`src/rtl/seg7_scan_decoder.sv`:
```
// seg7_scan_decoder: recovers the digits shown on a multiplexed 4-digit,
// active-low 7-segment display and presents them as 16-bit frames.
//
// Ports:
//   clk          rising-edge clock
//   reset        synchronous, active-high reset
//   seg_n[6:0]   active-low segments {g,f,e,d,c,b,a}
//   dig_en_n[3:0] active-low digit enables; bit i selects digit i
//   frame_data   decoded nibbles, digit i in [4i+3:4i]
//   frame_err    bit i set when digit i held an unrecognised glyph
//   frame_valid  a complete frame is held on frame_data/frame_err
//   frame_ready  consumer accepts the frame on frame_valid & frame_ready
//   overrun      sticky; set when a completed frame had to be dropped
module seg7_scan_decoder #(
  parameter int unsigned STABLE_CYCLES = 4
) (
  input  logic        clk,
  input  logic        reset,
  input  logic [6:0]  seg_n,
  input  logic [3:0]  dig_en_n,
  output logic [15:0] frame_data,
  output logic [3:0]  frame_err,
  output logic        frame_valid,
  input  logic        frame_ready,
  output logic        overrun
);

  localparam int unsigned CNT_W   = 8;
  localparam logic [CNT_W-1:0] CNT_MAX = CNT_W'(STABLE_CYCLES - 1);

  typedef enum logic [1:0] {
    IDLE     = 2'd0,
    SETTLE   = 2'd1,
    CAPTURED = 2'd2
  } state_t;

  // Sample stage and the previous sample used for stability comparison
  logic [6:0] seg_q;
  logic [3:0] dig_q;
  logic [6:0] seg_p;
  logic [3:0] dig_p;

  state_t           state;
  state_t           state_d;
  logic [CNT_W-1:0] cnt;
  logic [CNT_W-1:0] cnt_d;
  logic [CNT_W-1:0] cnt_inc_c;
  logic             capture_c;
  logic             match_c;
  logic             onehot_c;

  logic [3:0]  dec_nib_c;
  logic        dec_err_c;
  logic [3:0]  cap_mask_c;

  logic [15:0] asm_data;
  logic [3:0]  asm_err;
  logic [3:0]  seen;
  logic        load_c;
  logic        drop_c;

  // Input register followed by the one-sample history
  always_ff @(posedge clk) begin
    if (reset) begin
      seg_q <= '0;
      dig_q <= '0;
      seg_p <= '0;
      dig_p <= '0;
    end else begin
      seg_q <= seg_n;
      dig_q <= dig_en_n;
      seg_p <= seg_q;
      dig_p <= dig_q;
    end
  end

  assign match_c   = (seg_q == seg_p) && (dig_q == dig_p);
  assign onehot_c  = $onehot(~dig_q);
  assign cnt_inc_c = (cnt == CNT_MAX) ? cnt : cnt + CNT_W'(1);

  // FSM state and stability counter
  always_ff @(posedge clk) begin
    if (reset) begin
      state <= IDLE;
      cnt   <= '0;
    end else begin
      state <= state_d;
      cnt   <= cnt_d;
    end
  end

  // Next state: capture fires once, on the cycle the counter reaches its limit
  always_comb begin
    state_d   = state;
    cnt_d     = cnt;
    capture_c = 1'b0;
    if (!onehot_c) begin
      state_d = IDLE;
      cnt_d   = '0;
    end else begin
      case (state)
        CAPTURED: begin
          if (!match_c) begin
            state_d = SETTLE;
            cnt_d   = '0;
          end else begin
            cnt_d = cnt_inc_c;
          end
        end
        default: begin
          cnt_d = match_c ? cnt_inc_c : '0;
          if (cnt_d == CNT_MAX) begin
            capture_c = 1'b1;
            state_d   = CAPTURED;
          end else begin
            state_d = SETTLE;
          end
        end
      endcase
    end
  end

  // Glyph decode of the sampled segment pattern
  always_comb begin
    dec_nib_c = 4'h0;
    dec_err_c = 1'b0;
    case (seg_q)
      7'b1000000: dec_nib_c = 4'h0;
      7'b1111001: dec_nib_c = 4'h1;
      7'b0100100: dec_nib_c = 4'h2;
      7'b0110000: dec_nib_c = 4'h3;
      7'b0011001: dec_nib_c = 4'h4;
      7'b0010010: dec_nib_c = 4'h5;
      7'b0000010: dec_nib_c = 4'h6;
      7'b1111000: dec_nib_c = 4'h7;
      7'b0000000: dec_nib_c = 4'h8;
      7'b0010000: dec_nib_c = 4'h9;
      7'b0001000: dec_nib_c = 4'hA;
      7'b0000011: dec_nib_c = 4'hB;
      7'b1000110: dec_nib_c = 4'hC;
      7'b0100001: dec_nib_c = 4'hD;
      7'b0000110: dec_nib_c = 4'hE;
      7'b0001110: dec_nib_c = 4'hF;
      default:    dec_err_c = 1'b1;
    endcase
  end

  // Active-high one-hot slot select; zero when nothing is captured
  assign cap_mask_c = capture_c ? ~dig_q : 4'h0;
  assign load_c     = (seen == 4'hF);
  assign drop_c     = load_c && frame_valid && !frame_ready;

  // Assembly buffer; a full seen mask is consumed the following cycle
  always_ff @(posedge clk) begin
    if (reset) begin
      asm_data <= '0;
      asm_err  <= '0;
      seen     <= '0;
    end else begin
      seen <= (load_c ? 4'h0 : seen) | cap_mask_c;
      for (int i = 0; i < 4; i++) begin
        if (cap_mask_c[i]) begin
          asm_data[4*i +: 4] <= dec_nib_c;
          asm_err[i]         <= dec_err_c;
        end
      end
    end
  end

  // Output frame holding register with valid/ready handshake
  always_ff @(posedge clk) begin
    if (reset) begin
      frame_data  <= '0;
      frame_err   <= '0;
      frame_valid <= 1'b0;
      overrun     <= 1'b0;
    end else if (load_c) begin
      if (drop_c) begin
        overrun <= 1'b1;
      end else begin
        frame_data  <= asm_data;
        frame_err   <= asm_err;
        frame_valid <= 1'b1;
      end
    end else if (frame_valid && frame_ready) begin
      frame_valid <= 1'b0;
    end
  end

endmodule
```
`config.mk`:
```
export PLATFORM = sky130hd
export DESIGN_NAME = seg7_scan_decoder
export DESIGN_NICKNAME = d
export VERILOG_FILES = /design/src/rtl/seg7_scan_decoder.sv
export SDC_FILE = /design/constraint.sdc
export NUM_CORES = 1
export LEC_CHECK = 0
export BUFFER_PORTS_ARGS = -buffer_cell sky130_fd_sc_hd__buf_2
export CORE_MARGIN = 4
export CORE_UTILIZATION = 30
export CTS_CLUSTER_SIZE = 28
export DETAILED_ROUTE_END_ITERATION = 8
export SLEW_MARGIN = 20
export SYNTH_ARGS = -nofsm -noshare
export SYNTH_HDL_FRONTEND = slang
export SYNTH_SLANG_ARGS = --single-unit
export TNS_END_PERCENT = 5
```
`constraint.sdc`:
```
create_clock -name clk -period 4.3 [get_ports clk]
set_clock_uncertainty 0.05 [all_clocks]
set_input_delay 0.43 -clock clk [delete_from_list [all_inputs] [get_ports clk]]
set_output_delay 0.43 -clock clk [all_outputs]
set_load 0.005 [all_outputs]
```
Yosys cells after proc, flatten, opt, wreduce, memory -nomap -nowiden
Cells that the tools add are included.

Bits in registers: 78. Input port bits: 14. Output and inout port bits: 22. Logic and storage cells: 78.

$add $sub $neg: 4. Eq/ne operators: 24. Mux-type cells: 15. Bitwise operators: 4. Reductions and logical operators: 12.

Operator list (count): one-hot mux 4 bit (15 select lines) (1); equality test 7 bit, second input constant (4); equality test 7 x 5 -> 1 bit, second input constant (3); equality test 7 x 6 -> 1 bit, second input constant (3); equality test 8 x 2 -> 1 bit, second input constant (2); two-way mux 8 bit (2); OR reduction 16 bit (1); equality test 7 x 2 -> 1 bit, second input constant (2); equality test 7 x 4 -> 1 bit, second input constant (2); adder 8 x 1 -> 8 bit, second input constant (1); two-way mux 4 bit (2); equality test 7 x 3 -> 1 bit, second input constant (1); equality test 7 bit (1); logical NOT 7 bit (1); two-way mux 1 bit (7); two-way mux 2 bit (3); AND reduction 2 bit (3); adder 1 x 1 -> 2 bit (2); equality test 4 bit (1); equality test 4 bit, second input constant (1); logical AND 1 bit (4); inequality test 2 bit, second input constant (2); NOT 4 bit (1); bitwise OR 4 bit (1); 7 further kinds (8).

Logic depth before layout (Yosys ltp)
Depth in word-level cells: 9. Mapped depth: 8. Mapped depth without buffers: 8.

Worst setup path before layout
Ideal clock, no wire load.

Path kind: flip-flop to flip-flop. Start point: reg dig_q[0]. End point: reg asm_data[13]. Setup time: 0.129 ns. Arrival time: 2.707 ns. Data required time: 4.121 ns. Path slack: 1.414 ns. Stages on the path, launching flop included: 9. Buffers on the path: 0. Period minus slack after synthesis: 2.886 ns. Cell sequence: dfxtp_1 -> fa_1 -> inv_1 -> ha_1 -> ha_1 -> or4b_2 -> nor4_4 -> nand4b_2 -> mux2i_1.

Word-level cells in the longest chain between the ends: 8. Elaborated cells between the ends (all ways): 12. Classes of those cells: add/sub: 2; eq/ne: 3; mux: 5; bitwise: 1; reduce/logical: 1.

Ends and longest elaborated chain: start: declaration (RTL line 39) `logic [3:0] dig_q;`; start signal: assignment (RTL line 71) `dig_q <= dig_en_n;`; equality test 4 bit (RTL line 77) `assign match_c = (seg_q == seg_p) && (dig_q == dig_p);`; logical AND 1 bit (RTL line 77); two-way mux 8 bit (RTL line 111) `cnt_d = match_c ? cnt_inc_c : '0;`; equality test 8 x 2 -> 1 bit (RTL line 112) `if (cnt_d == CNT_MAX) begin`; two-way mux 1 bit (RTL line 112); two-way mux 1 bit (RTL line 101) `case (state)`; two-way mux 1 bit * (RTL line 97) `if (!onehot_c) begin`; two-way mux 4 bit * (RTL line 149) `assign cap_mask_c = capture_c ? ~dig_q : 4'h0;`; end signal: indexed assignment (RTL line 163) `asm_data[4*i +: 4] <= dec_nib_c;`; end: declaration (RTL line 56) `logic [15:0] asm_data;`.

Every way passes the cells marked *; elsewhere a longest branch is shown, timed or not. A chain may end at the register's enable or synchronous reset.

Worst setup path after layout
Start point: reg dig_q[0]. End point: reg asm_data[14].

The elaborated chain is that of the path after synthesis.

==> metrics.log <==
[metrics] status: completed
[metrics] total die area: between 10000 and 15000 µm²
[metrics] peak supply drop: 0.1608 mV
[metrics] Antenna Violating Nets Remaining: 0
[metrics] final setup fails: 0
[metrics] worst-skew pair later-pin latency: roughly 0.34 ns
[metrics] list of most frequent post-synthesis cells: 78 x sky130_fd_sc_hd__dfxtp_1, 51 x sky130_fd_sc_hd__nand2_1, 33 x sky130_fd_sc_hd__a21oi_1
[metrics] most frequent cell on the critical path: sky130_fd_sc_hd__ha_1
[metrics] cell-internal power: around 1100 µW
[metrics] post-synthesis instance total: about 360
[metrics] fin nets: 408
[metrics] Post-Synthesis Mean Instance Area: a little over 9 µm²
[metrics] overall global routing resource usage: 0.1091
[metrics] TritonCTS clock tree: yes
[metrics] Fmax: 323.0 MHz
[metrics] Reg power frac: 0.516
[metrics] synthesis-to-finish area growth: 15.40%
[metrics] EDFF count, synth: 0
[metrics] worst slew pin tran: between 0.7 and 0.8 ns
[metrics] final standard cell area without fillers: a little under 4000 µm²
[metrics] Initial Util: 0.3081
[metrics] number of antenna violations at the first check in global routing: 0
[metrics] cells along the critical path: fa_1, inv_1, ha_1, ha_1, or4b_2, nor4_4, nand4b_2, mux2i_1
[metrics] routed length per instance: around 13 µm
[metrics] Slew Viols, Final: 0
[metrics] # Post-CTS Setup Buffers: 0
[metrics] wire length reported by the detailed router: 6736 µm
[metrics] leakage component of the power: between 0.0015 and 0.002 µW
[metrics] Hold Vio Cnt, Final: 0
[metrics] root buffer cell: sky130_fd_sc_hd__clkbuf_8
[metrics] Via Count: between 2k and 2.5k
[metrics] worst slack at placement: 1.215 ns
[metrics] Area contributors post-synth: sky130_fd_sc_hd__dfxtp_1 47%, sky130_fd_sc_hd__mux2i_1 6.0%, sky130_fd_sc_hd__nand2_1 5.7%
[metrics] number of unique standard cell types used by synthesis: 51
[metrics] CP delay by family, top: simple AND/OR/NAND/NOR gates
[metrics] sequential element share of the synthesized area: 0.4655
[metrics] Inserted Diodes: 0
[metrics] maximum fanout along the worst path: 6
[metrics] FF+latch count, synth: 78
[metrics] number of fillers in the final layout: about 1.1k
[metrics] number of CTS-inserted buffers: 9
[metrics] cell with the most instances after synthesis: sky130_fd_sc_hd__dfxtp_1
[metrics] net switching fraction of the power: 0.2121
[metrics] Pwr per Cell Area: 374.7 nW/µm²
[metrics] critical-path cell with the highest stage delay: sky130_fd_sc_hd__or4b_2
[metrics] worst slack on hold paths: 0.2457 ns
[metrics] cell area after technology mapping: around 3400 µm²
[metrics] share of post-route cells with drive strength above 1: 0.1722
[metrics] flip-flop cell with the highest count after synthesis: sky130_fd_sc_hd__dfxtp_1
[metrics] setup repair after global routing missed its margin: false
[metrics] syn nets: approximately 380
[metrics] core utilization of the finished layout: 0.3556
[metrics] worst path arrival time: approximately 3.3 ns
[metrics] combined buffer and inverter count along the critical path: 1
[metrics] class of the tightest hold or removal check: in2reg
[metrics] post-detailed-route DRC marker count: 0
[metrics] die width: roughly 110 µm
[metrics] number of buffers on the longest clock path: 2
[metrics] Placement Cell Area: 3637 µm²
[metrics] Total Negative Setup Slacks: 0 ns
[metrics] final HPWL from detailed placement: between 4000 and 5000 µm
[metrics] Max H-tree Level: 3
[metrics] core region area: roughly 11000 µm²
[metrics] CTS-repair resized insts: 0
[metrics] Critical Path Start Type: register
[metrics] Worst setup EP type: register
[metrics] weighted congestion reported at the end of routability-driven placement: 0.8036
[metrics] CTS sink count: 78
[metrics] worst-case setup margin in the final layout: ~1.2 ns
[metrics] fraction of synthesis flops using an asynchronous set or reset pin: 0
[metrics] number of global-route vias before repair: approximately 2.4k
[metrics] maximum number of pins on one net before global-route repair: between 50 and 60
[metrics] category of the most critical setup path: reg2reg
[metrics] clk slew on worst S/H paths: about 0.08 ns
[metrics] combinational share of power: 0.053
[metrics] switching component of the power: ~310 µW
[metrics] Slew headroom: 0.5123
[metrics] stage delay of the slowest cell on the critical path: between 0.7 and 0.8 ns
[metrics] required time of the worst setup path: 4.46 ns
[metrics] share of the synthesized area in the top cell type: 0.4655
[metrics] Starting DRT DRC Count: 105
[metrics] global-route wire length before repair: 11440 µm
[metrics] height of the die: between 100 and 150 µm
[metrics] Row Count: 38
[metrics] total of max-cap violations: 0
[metrics] Synth area leader: sky130_fd_sc_hd__dfxtp_1
[metrics] first-pass detailed-route iteration total: 4
[metrics] portion of total power attributed to the clock network: 0.431
[metrics] portion of the clock cycle consumed by the worst path in the final layout: 0.7200
[metrics] IO Count: 36
[metrics] post-DR vias/cell: approximately 4.7
[metrics] time the final worst path needs with I/O delays and setup: between 3 and 4 ns
[metrics] number of buffers inserted for hold repair after clock tree synthesis: 0
[metrics] total congestion overflow after global routing: 0
[metrics] Port Buffer Count: 35
[metrics] Syn. warnings: 0
## worst paths after layout
path | startpoint | end | slack [ns] | cells past startpoint
hold reg to reg | frame_data[7] | frame_data[7] | 0.40 | 2
setup / recovery | dig_q[0] | asm_data[14] | 1.20 | 8
setup reg to reg | dig_q[0] | asm_data[14] | 1.20 | 8
hold / removal | seg_n[6] | seg_q[6] | 0.25 | 2
## kinds of logic after synthesis
group / Yosys count / synth area share
and+or+nand+nor: 161 / 0.2738
DFF: 78 / 0.4655
AOI/OAI and AO/OA: 56 / 0.1082
buffers and inverters: 27 / 0.03133
muxes: 20 / 0.05968
xor gates and xnor gates: 17 / 0.04439
adders and majority gates: 4 / 0.01716
## through the flow
step	power, µW	cells
after detailed placement	843.2	519
final	1450	535
after global routing	1514	535
after floorplan	821.4	363
after CTS	1474	535
after global placement	840.9	519
## layer usage
layer,up-vias,part of all wire,global-route usage,wire length (µm)
met2,44,0.48,0.1775,3207
met1,1154,0.47,0.1375,3188
li1,1293,-,-,-
met4,0,0.0079,0.03686,53
met3,5,0.042,0.03342,286
met5,-,0,0,0
## final cells by class
| type | instances | area [µm²] | share of cell area |
|---|---|---|---|
| Inverter | 6 | 22.52 | 0.005818 |
| Multi-Input combinational cell | 258 | 1688 | 0.4360 |
| Clock buffer | 13 | 168.9 | 0.04363 |
| Sequential cell | 78 | 1562 | 0.4034 |
| Timing Repair Buffer | 37 | 190.2 | 0.04913 |
| Clock inverter | 3 | 65.06 | 0.01681 |
| Tap cell | 140 | 175.2 | 0.04525 |
## cell usage in the layout, fill, tap and decap left out, types with 3 or more instances in the layout
| master | Yosys | routed |
|---|---|---|
| sky130_fd_sc_hd__a21oi_1 | 33 | 33 |
| sky130_fd_sc_hd__buf_2 | 3 | 35 |
| sky130_fd_sc_hd__clkbuf_8 | 0 | 12 |
| sky130_fd_sc_hd__dfxtp_1 | 78 | 78 |
| sky130_fd_sc_hd__ha_1 | 3 | 3 |
| sky130_fd_sc_hd__inv_1 | 6 | 6 |
| sky130_fd_sc_hd__mux2i_1 | 20 | 20 |
| sky130_fd_sc_hd__nand2_1 | 51 | 51 |
| sky130_fd_sc_hd__nand2b_1 | 26 | 26 |
| sky130_fd_sc_hd__nand3_1 | 8 | 8 |
| sky130_fd_sc_hd__nand4_1 | 4 | 4 |
| sky130_fd_sc_hd__nand4b_2 | 3 | 3 |
| sky130_fd_sc_hd__nor2_1 | 17 | 17 |
| sky130_fd_sc_hd__nor2b_1 | 22 | 22 |
| sky130_fd_sc_hd__nor3_1 | 5 | 5 |
| sky130_fd_sc_hd__nor3b_1 | 3 | 3 |
| sky130_fd_sc_hd__o21ai_0 | 4 | 4 |
| sky130_fd_sc_hd__o21bai_1 | 3 | 3 |
| sky130_fd_sc_hd__or3_1 | 4 | 4 |
| sky130_fd_sc_hd__xnor2_1 | 14 | 14 |
| sky130_fd_sc_hd__xor2_1 | 3 | 3 |
## state kept, by name (all words and copies together) (netlist names)
| signal | count |
|---|---|
| frame_data | 16 |
| frame_valid | 1 |
| dig_p | 4 |
| seg_q | 7 |
| state | 2 |
| seen | 4 |
| cnt | 8 |
| asm_err | 4 |
| frame_err | 4 |
| dig_q | 4 |
| asm_data | 16 |
| overrun | 1 |
| seg_p | 7 |
## power groups by stage
| stage | Sequential (µW) | Combinational (µW) | Clock [µW] |
|---|---|---|---|
| after global placement | 765 | 76.0 | 0 |
| after CTS | 748 | 78.1 | 648 |
| after global routing | 751 | 86.5 | 677 |
| after detailed placement | 765 | 77.8 | 0 |
| after floorplan | 755 | 66.9 | 0 |
| final | 749 | 77.2 | 625 |
Note: power is estimated with default switching activity, not from simulation.
